`config.mk`:
```
export PLATFORM = sky130hd
export DESIGN_NAME = pipeline_hazard_ctrl
export DESIGN_NICKNAME = d
export VERILOG_FILES = /design/src/rtl/pipe_ctrl_pkg.sv /design/src/rtl/pipeline_hazard_ctrl_sat_counter.sv /design/src/rtl/pipeline_hazard_ctrl.sv
export SDC_FILE = /design/constraint.sdc
export NUM_CORES = 1
export LEC_CHECK = 0
export BUFFER_PORTS_ARGS = -buffer_cell sky130_fd_sc_hd__buf_2
export CAP_MARGIN = 25
export CORE_ASPECT_RATIO = 1.5
export CORE_MARGIN = 2
export CORE_UTILIZATION = 45
export CTS_CLUSTER_DIAMETER = 40
export CTS_CLUSTER_SIZE = 24
export DETAILED_ROUTE_END_ITERATION = 10
export PLACE_DENSITY = 0.7
export SLEW_MARGIN = 20
export SYNTH_ARGS = -nofsm -noshare
export SYNTH_HDL_FRONTEND = slang
export SYNTH_HIERARCHICAL = 1
export SYNTH_SLANG_ARGS = --single-unit
```
`constraint.sdc`:
```
create_clock -name clk -period 5.3 [get_ports clk]
set_input_delay 1.06 -clock clk [delete_from_list [all_inputs] [get_ports clk]]
set_output_delay 1.06 -clock clk [all_outputs]
set_load 0.01 [all_outputs]
```
`src/rtl/pipe_ctrl_pkg.sv`:
```
// Shared definitions for the pipeline hazard controller.
//   state_t               : controller states (RUN / MEM_WAIT / ERROR)
//   REG_X0                : architectural zero register, never a hazard source
//   MEM_TIMEOUT_DEFAULT   : default limit on consecutive dmem wait cycles
//   WAIT_W                : width of the dmem wait counter
//   load_use_hazard()     : load-use detection between ID/EX and IF/ID
package pipe_ctrl_pkg;

  typedef enum logic [1:0] {
    RUN      = 2'd0,
    MEM_WAIT = 2'd1,
    ERROR    = 2'd2
  } state_t;

  localparam logic [4:0] REG_X0              = 5'd0;
  localparam int         MEM_TIMEOUT_DEFAULT = 15;
  localparam int         WAIT_W              = 8;

  // A load in ID/EX whose destination feeds the instruction in IF/ID.
  // Writes to x0 are discarded by the register file, so they never stall.
  function automatic logic load_use_hazard(input logic       mem_read,
                                           input logic [4:0] rd,
                                           input logic [4:0] rs1,
                                           input logic [4:0] rs2);
    return mem_read && (rd != REG_X0) && ((rd == rs1) || (rd == rs2));
  endfunction

endpackage

```
`src/rtl/pipeline_hazard_ctrl_sat_counter.sv`:
```
// Saturating up-counter used for the pipeline performance counters.
//   clk   : system clock, rising edge
//   reset : synchronous active-high clear
//   inc   : count one event this cycle
//   count : current value, holds at all-ones instead of wrapping
module sat_counter #(
  parameter int W = 32
) (
  input  logic         clk,
  input  logic         reset,
  input  logic         inc,
  output logic [W-1:0] count
);

  always_ff @(posedge clk) begin
    if (reset) begin
      count <= '0;
    end else if (inc && (count != {W{1'b1}})) begin
      count <= count + 1'b1;
    end
  end

endmodule

```
`src/rtl/pipeline_hazard_ctrl.sv`:
```
// Stall/flush sequencer for the 5-stage pipeline.
// Inputs : clk, reset (sync, active-high); IF/ID source regs; ID/EX load
//          info; EX/MEM memory access flags; dmem_ready; branch_taken.
// Outputs: write enables and flush/bubble controls for PC, IF/ID, ID/EX,
//          EX/MEM and MEM/WB (combinational from state + inputs); sticky
//          mem_err; saturating stall_cycles and flush_count counters.
module pipeline_hazard_ctrl
  import pipe_ctrl_pkg::*;
#(
  parameter int MEM_TIMEOUT = MEM_TIMEOUT_DEFAULT,
  parameter int CNT_W       = 32
) (
  input  logic             clk,
  input  logic             reset,
  input  logic [4:0]       ifid_rs1,
  input  logic [4:0]       ifid_rs2,
  input  logic             idex_MemRead,
  input  logic [4:0]       idex_rd,
  input  logic             exmem_MemRead,
  input  logic             exmem_MemWrite,
  input  logic             dmem_ready,
  input  logic             branch_taken,
  output logic             pc_write,
  output logic             ifid_write,
  output logic             ifid_flush,
  output logic             idex_write,
  output logic             idex_flush,
  output logic             exmem_write,
  output logic             exmem_flush,
  output logic             memwb_bubble,
  output logic             mem_err,
  output logic [CNT_W-1:0] stall_cycles,
  output logic [CNT_W-1:0] flush_count
);

  localparam logic [WAIT_W-1:0] TIMEOUT = WAIT_W'(MEM_TIMEOUT);

  state_t            state, state_nxt;
  logic [WAIT_W-1:0] wait_cnt, wait_nxt;
  logic              err_set;
  logic              freeze;
  logic              run_rules;
  logic              memacc;
  logic              load_use;

  assign memacc   = exmem_MemRead | exmem_MemWrite;
  assign load_use = load_use_hazard(idex_MemRead, idex_rd, ifid_rs1, ifid_rs2);

  always_ff @(posedge clk) begin
    if (reset) begin
      state    <= RUN;
      wait_cnt <= '0;
      mem_err  <= 1'b0;
    end else begin
      state    <= state_nxt;
      wait_cnt <= wait_nxt;
      mem_err  <= mem_err | err_set;
    end
  end

  always_comb begin
    state_nxt    = state;
    wait_nxt     = wait_cnt;
    err_set      = 1'b0;
    freeze       = 1'b0;
    run_rules    = 1'b0;
    pc_write     = 1'b1;
    ifid_write   = 1'b1;
    ifid_flush   = 1'b0;
    idex_write   = 1'b1;
    idex_flush   = 1'b0;
    exmem_write  = 1'b1;
    exmem_flush  = 1'b0;
    memwb_bubble = 1'b0;

    // While reset is asserted the defaults (all writes on, no flushes) stand.
    if (!reset) begin
      unique case (state)
        RUN: begin
          // A pending memory access outranks a simultaneous branch.
          if (memacc && !dmem_ready) begin
            freeze    = 1'b1;
            state_nxt = MEM_WAIT;
            wait_nxt  = WAIT_W'(1);
          end else begin
            run_rules = 1'b1;
          end
        end
        MEM_WAIT: begin
          if (dmem_ready) begin
            run_rules = 1'b1;
            state_nxt = RUN;
            wait_nxt  = '0;
          end else begin
            freeze = 1'b1;
            if (wait_cnt == TIMEOUT) begin
              state_nxt = ERROR;
              err_set   = 1'b1;
            end else begin
              wait_nxt = wait_cnt + 1'b1;
            end
          end
        end
        ERROR: begin
          freeze = 1'b1;
        end
        default: begin
          freeze    = 1'b1;
          state_nxt = RUN;
          wait_nxt  = '0;
        end
      endcase
    end

    if (freeze) begin
      pc_write     = 1'b0;
      ifid_write   = 1'b0;
      idex_write   = 1'b0;
      exmem_write  = 1'b0;
      memwb_bubble = 1'b1;
    end else if (run_rules) begin
      if (branch_taken) begin
        // The instruction that would have caused a load-use stall is
        // squashed by this flush, so no stall is needed.
        ifid_flush  = 1'b1;
        idex_flush  = 1'b1;
        exmem_flush = 1'b1;
      end else if (load_use) begin
        pc_write   = 1'b0;
        ifid_write = 1'b0;
        idex_flush = 1'b1;
      end
    end
  end

  sat_counter #(.W(CNT_W)) u_stall_cnt (
    .clk   (clk),
    .reset (reset),
    .inc   (!pc_write),
    .count (stall_cycles)
  );

  sat_counter #(.W(CNT_W)) u_flush_cnt (
    .clk   (clk),
    .reset (reset),
    .inc   (ifid_flush),
    .count (flush_count)
  );

endmodule
```
# Yosys cells after proc, flatten, opt, wreduce, memory -nomap -nowiden
# Index checks and enable logic that the tools add are counted.
totals:
  ff_bits: 75
  latchBits: 0
  ramBits: 0
  mem_bits_ro: 0
  elab_cells: 66
  mem_count: 0
classes:
  add_sub_neg: 3
  mul: 0
  n_div: 0
  n_lt_le_gt_ge: 0
  n_eq_ne: 10
  shift: 0
  mux: 33
  bitwise_logic: 3
  reduce_logical: 12
ops:
  columns: ["op", "n"]
  rows:
  - ["$add A32 B1 Y32 const B", 2]
  - ["$ne A32 B32 Y1 const B", 2]
  - ["$mux W8", 3]
  - ["$pmux W8 S3", 1]
  - ["$mux W1", 23]
  - ["$eq A5 B5 Y1", 2]
  - ["$add A8 B1 Y8 const B", 1]
  - ["$eq A8 B4 Y1 const B", 1]
  - ["$mux W2", 3]
  - ["$ne A3 B3 Y1 const B", 2]
  - ["$pmux W2 S3", 1]
  - ["$reduce_and A3 Y1", 2]
  - ["$logic_and A1 B1 Y1", 5]
  - ["$reduce_bool A5 Y1", 1]
  - ["$pmux W1 S2", 2]
  - ["$eq A2 B1 Y1 const B", 1]
  - ["$eq A2 B2 Y1 const B", 1]
  - ["$logic_not A1 Y1", 2]
  - ["$logic_not A2 Y1", 1]
  - ["$ne A2 B2 Y1 const B", 1]
  - ["$or A1 B1 Y1", 2]
  - ["$logic_or A1 B1 Y1", 1]
  - ["$not A1 Y1", 1]

# Logic depth before layout (Yosys ltp)
depth:
  depth_word: 9
  ltp_mapped: 9
  depth_no_buf: 9

# By module
# Netlist, hierarchy kept.
modules_own_cells:
  columns: ["module", "instances", "cells_per_inst", "area_per_inst_um2", "seq_area_each_um2"]
  rows:
  - ["sat_counter", 2, 199, 1674.1, 640.6]
  - ["pipeline_hazard_ctrl", 1, 94, 779.5, 220.2]

# Worst setup path after synthesis
# No wires, ideal clock.
synth_timing:
  kind: "input -> register"
  start: "input exmem_MemWrite"
  end: "register u_flush_cnt.count[31]"
  setup_ns: 0.121
  arrival_time_ns: 3.710
  required_time_ns: 5.179
  slack_ns: 1.469
  path_stages: 8
  path_buffers: 0
  cell_sequence: "nor3_1 > o21bai_1 > nor3b_1 > nand4_1 > nor4_2 > nand4_1 > nor4_1 > mux2_2"
synth_between:
  elab_chain_cells: 8
synth_rtl:
  columns: ["element", "line_no", "rtl"]
  rows:
  - ["start: declaration", "pipeline_hazard_ctrl.sv:20", "input logic exmem_MemWrite,"]
  - ["$or A1 B1 Y1 *", "pipeline_hazard_ctrl.sv:46", "assign memacc = exmem_MemRead | exmem_MemWrite;"]
  - ["$logic_and A1 B1 Y1 *", "pipeline_hazard_ctrl.sv:81", "if (memacc && !dmem_ready) begin"]
  - ["$mux W1", "pipeline_hazard_ctrl.sv:81", null]
  - ["$pmux W1 S2", "pipeline_hazard_ctrl.sv:78", "unique case (state)"]
  - ["$mux W1", "pipeline_hazard_ctrl.sv:77", "if (!reset) begin"]
  - ["$mux W1", null, null]
  - ["$mux W1 *", null, null]
  - ["named net exmem_flush", "pipeline_hazard_ctrl.sv:29", "output logic exmem_flush,"]
  - ["$logic_and A1 B1 Y1 *", "pipeline_hazard_ctrl_sat_counter.sv:18", "end else if (inc && (count != {W{1'b1}})) begin"]
  - ["end signal: assignment", "pipeline_hazard_ctrl_sat_counter.sv:19", "count <= count + 1'b1;"]
  - ["end: declaration", "pipeline_hazard_ctrl_sat_counter.sv:12", "output logic [W-1:0] count"]
# Mark *: on every way through the listed nets, which the timed path passes. The rest lies on a longest branch.
# A chain may end at the register's enable or synchronous reset.

# Final worst setup path
layout_timing:
  start: "input idex_rd[2]"
  end: "register u_stall_cnt.count[31]"
layout_between:
  elab_chain_cells: 9
layout_rtl:
  columns: ["element", "line_no", "rtl"]
  rows:
  - ["start: declaration", "pipeline_hazard_ctrl.sv:18", "input logic [4:0] idex_rd,"]
  - ["$eq A5 B5 Y1 or $reduce_bool A5 Y1 (tied branches)", "pipe_ctrl_pkg.sv:25", "return mem_read && (rd != REG_X0) && ((rd == rs1) || (rd == rs2));"]
  - ["$logic_or A1 B1 Y1 or $logic_and A1 B1 Y1 (tied branches)", "pipe_ctrl_pkg.sv:25", null]
  - ["$logic_and A1 B1 Y1 *", "pipe_ctrl_pkg.sv:25", null]
  - ["$mux W1 *", "pipeline_hazard_ctrl.sv:128", "end else if (load_use) begin"]
  - ["$mux W1 *", "pipeline_hazard_ctrl.sv:122", "if (branch_taken) begin"]
  - ["$mux W1 *", "pipeline_hazard_ctrl.sv:121", "end else if (run_rules) begin"]
  - ["$mux W1 *", "pipeline_hazard_ctrl.sv:115", "if (freeze) begin"]
  - ["$logic_not A1 Y1 *", "pipeline_hazard_ctrl.sv:139", ".inc (!pc_write),"]
  - ["$logic_and A1 B1 Y1 *", "pipeline_hazard_ctrl_sat_counter.sv:18", null]
  - ["end signal: assignment", "pipeline_hazard_ctrl_sat_counter.sv:19", null]
  - ["end: declaration", "pipeline_hazard_ctrl_sat_counter.sv:12", null]
# Every way passes the cells marked *; elsewhere a longest branch is shown, timed or not.

==> flow_metrics.env <==
export IMPL_status="completed"
export IMPL_dr_pass1_iters=4
export IMPL_core_area_um2=8881
export IMPL_synth_top_cell_area_share=0.3637
export IMPL_cts_htree_levels=3
export IMPL_cp_start_kind="primary input"
export IMPL_synthArstFlopShare=0
export IMPL_dp_cells=672
export IMPL_clock_path_buffers=2
export IMPL_hold_path_class="reg2reg"
export IMPL_die_h_um=121.3
export IMPL_antenna_left=0
export IMPL_numCtsBuffers=9
export IMPL_max_cap_viol_count=0
export IMPL_worst_clock_skew_ns=0.004795
export IMPL_synth_xor_area_frac=0.05092
export IMPL_cpPeakStageDelay_ns=0.62
export IMPL_insertedDiodeCount=0
export IMPL_setup_tns_ns=0
export IMPL_area_growth_synth_to_final_pct=19.85
export IMPL_cpLargestDelayFamily="simple AND/OR/NAND/NOR gates"
export IMPL_worstSetupPathType="in2reg"
export IMPL_endpoint_kind="register"
export IMPL_fin_util=0.5571
export IMPL_stdcell_count=690
export IMPL_crit_chain="buf_2, xor2_1, nor3_1, a22oi_1, o31ai_1, nand4_1, nor4_2, nand4_1, nor4_1, mux2_2"
export IMPL_wl_met3_um=574
export IMPL_drive_above_1_share=0.2431
export IMPL_hold_buffers=0
export IMPL_synth_top_area_cell="dfxtp_1"
export IMPL_fmax_mhz=250.8
export IMPL_grt_pass1_wl_um=17320
export IMPL_critical_path_buf_inv_count=1
export IMPL_post_cts_buffers=0
export IMPL_grt_pass1_vias=3767
export IMPL_critPathMaxFanout=10
export IMPL_syn_nets=517
export IMPL_met2WireLength_um=5321
export IMPL_top_layer="met4"
export IMPL_rsz0062_at_grt="no"
export IMPL_period_minus_slack_ns=3.987
export IMPL_synth_mux_area_frac=0.01576
export IMPL_ys_ff_latch=75
export IMPL_grt_usage=0.2190
export IMPL_final_common_cell="buf_2"
export IMPL_dieArea_um2=9971
export IMPL_ys_warn_count=6
export IMPL_vias_per_cell=6.065
export IMPL_via_count=4185
export IMPL_synth_top_family_by_area="simple AND/OR/NAND/NOR gates"
export IMPL_die_w_um=82.20
export IMPL_max_slew_margin=0.4731
export IMPL_grt_max_degree=78
export IMPL_min_period_over_period=0.7523
export IMPL_layout_common_cells="buf_2 (95), dfxtp_1 (75), a21oi_1 (53)"
export IMPL_antenna_found_initial=0
export IMPL_synth_ff_type="dfxtp_1"
export IMPL_ys_seq_area_frac=0.3637
export IMPL_drc=0
export IMPL_powerDensity_nw_per_um2=249.2
export IMPL_synth_compound_area_share=0.1925
export IMPL_syn_area_um2=4128
export IMPL_pwr_share_seq=0.463
export IMPL_synth_simple_gate_area_share=0.3295
export IMPL_wl_met1_um=4373
export IMPL_synth_cell_types=55
export IMPL_start_util=0.4648
export IMPL_leakage_nw=1.770
export IMPL_synth_area_leaders="dfxtp_1 (36%), a21oi_1 (6.4%), o31ai_1 (5.3%)"
export IMPL_netSwitchingFraction=0.2142
export IMPL_critPathArrivalTime_ns=4.21
export IMPL_ir_drop_uv=159.9
export IMPL_insertion_delay_ns=0.33
export IMPL_p_clk_frac=0.488
export IMPL_cpMostUsedCell="nand4_1"
export IMPL_num_io_pins=95
export IMPL_syn_avg_cell_area_um2=8.390
export IMPL_globalRouteOverflowTotal=0
export IMPL_nNetsFinal=600
export IMPL_p_int_w=0.0009687
export IMPL_tightest_slew_ns=0.7904
export IMPL_synth_edff_count=0
export IMPL_finalHoldViolCount=0
export IMPL_wirelength_um=10540
export IMPL_portBuffers=94
export IMPL_p_comb_frac=0.049
export IMPL_switchingPower_w=0.0002640
export IMPL_dp_hpwl_um=7348
export IMPL_slew_viol_final=0
export IMPL_rows=42
export IMPL_cts_sinks=75
export IMPL_hold_slack_ns=0.4694
export IMPL_place_congestion=0.8773
export IMPL_cts_repair_resized=0
export IMPL_crit_required_ns=5.52
export IMPL_crit_slowest_cell="o31ai_1"
export IMPL_cts_tree="done"
export IMPL_synth_fa_ha_area_frac=0.009094
export IMPL_finalSetupViolations=0
export IMPL_cts_root_buffer="clkbuf_16"
export IMPL_wl_per_cell_um=15.27
export IMPL_path_clk_slew_ns=0.06
export IMPL_drt_iter0_markers=179
export IMPL_synth_cells=492
## cell usage after synthesis (all sizes together) (2+ instances only)
cell type,instances
dfxtp,75
nand4,21
a31o,2
or3,24
nor2,34
mux2i,2
a211oi,2
and3,9
nor4,10
nand3,32
nor2b,5
clkbuf,17
or4,30
a21oi,53
inv,7
nor3b,5
or2,4
mux2,4
a21o,2
o31ai,29
xor2,12
a31oi,3
ha,3
a2111oi,4
nand2,22
or3b,3
and2,2
o21bai,3
buf,11
and4,9
o41ai,2
xnor2,12
nand2b,3
o21ai,21
nor3,10
## final cells by class
type	count	area, µm²
Clock buffer	14	254.0
Timing Repair Buffer	100	513.0
Inverter	7	26.28
Fill cell	833	3934
Clock inverter	2	35.03
Multi-Input combinational cell	382	2480
Sequential cell	75	1501
Tap cell	110	137.6
## cells by family after synthesis
logic type	after synthesis
AND/OR/NAND/NOR	225
AO/OA/AOI/OAI	124
flip-flops	75
buffers and inverters	35
XOR/XNOR	24
multiplexers	6
adder cells (fa/ha/maj)	3
## final timing paths
check | startpoint | to | slack [ns] | depth (start not counted)
setup reg to reg | state[0]$_SDFFE_PP0P_ | u_flush_cnt/count[31]$_SDFFE_PP0P_ | 2.05 | 9
hold / removal | mem_err$_SDFF_PP0_ | mem_err$_SDFF_PP0_ | 0.47 | 2
setup / recovery | idex_rd[2] | u_stall_cnt/count[31]$_SDFFE_PP0P_ | 1.31 | 10
hold reg to reg | mem_err$_SDFF_PP0_ | mem_err$_SDFF_PP0_ | 0.47 | 2
## state kept, by name (all words and copies together), names as in the netlist
name / flops
state: 2
u_flush_cnt/count: 32
wait_cnt: 8
mem_err: 1
u_stall_cnt/count: 32
## worst reg2reg max path, delay by kind of cell (launching register included)
family,cells,cell delay (ns)
buffers and inverters,1,0.22
flip-flops,1,0.34
AND/OR/NAND/NOR,6,2.07
multiplexers,1,0.37
AO/OA/AOI/OAI,1,0.14
## per-layer routing
metal / GRT usage / vias up
met4: 0.09479 / 0
met3: 0.05357 / 24
li1: - / 2045
met5: 0 / -
met2: 0.3750 / 115
met1: 0.2515 / 2001
## power groups by stage
stage                logic, W  registers, W  clock network (W)
floorplan           0.0000376      0.000583                  0
CTS                 0.0000601      0.000571           0.000617
global placement    0.0000585      0.000583                  0
detailed placement  0.0000596      0.000583                  0
global route        0.0000669      0.000571           0.000637
finish              0.0000605      0.000571           0.000601
## metrics by stage
stage	setup WS [ns]	power (W)	area (µm²)
2_1_floorplan	1.469	0.0006209	4128
3_3_place_gp	1.164	0.0006416	4646
3_5_place_dp	0.9954	0.0006429	4646
4_1_cts	1.369	0.001248	4935
5_1_grt	1.026	0.001275	4947
6_report	1.313	0.001233	4947
Power figures use the tool's default switching activity.
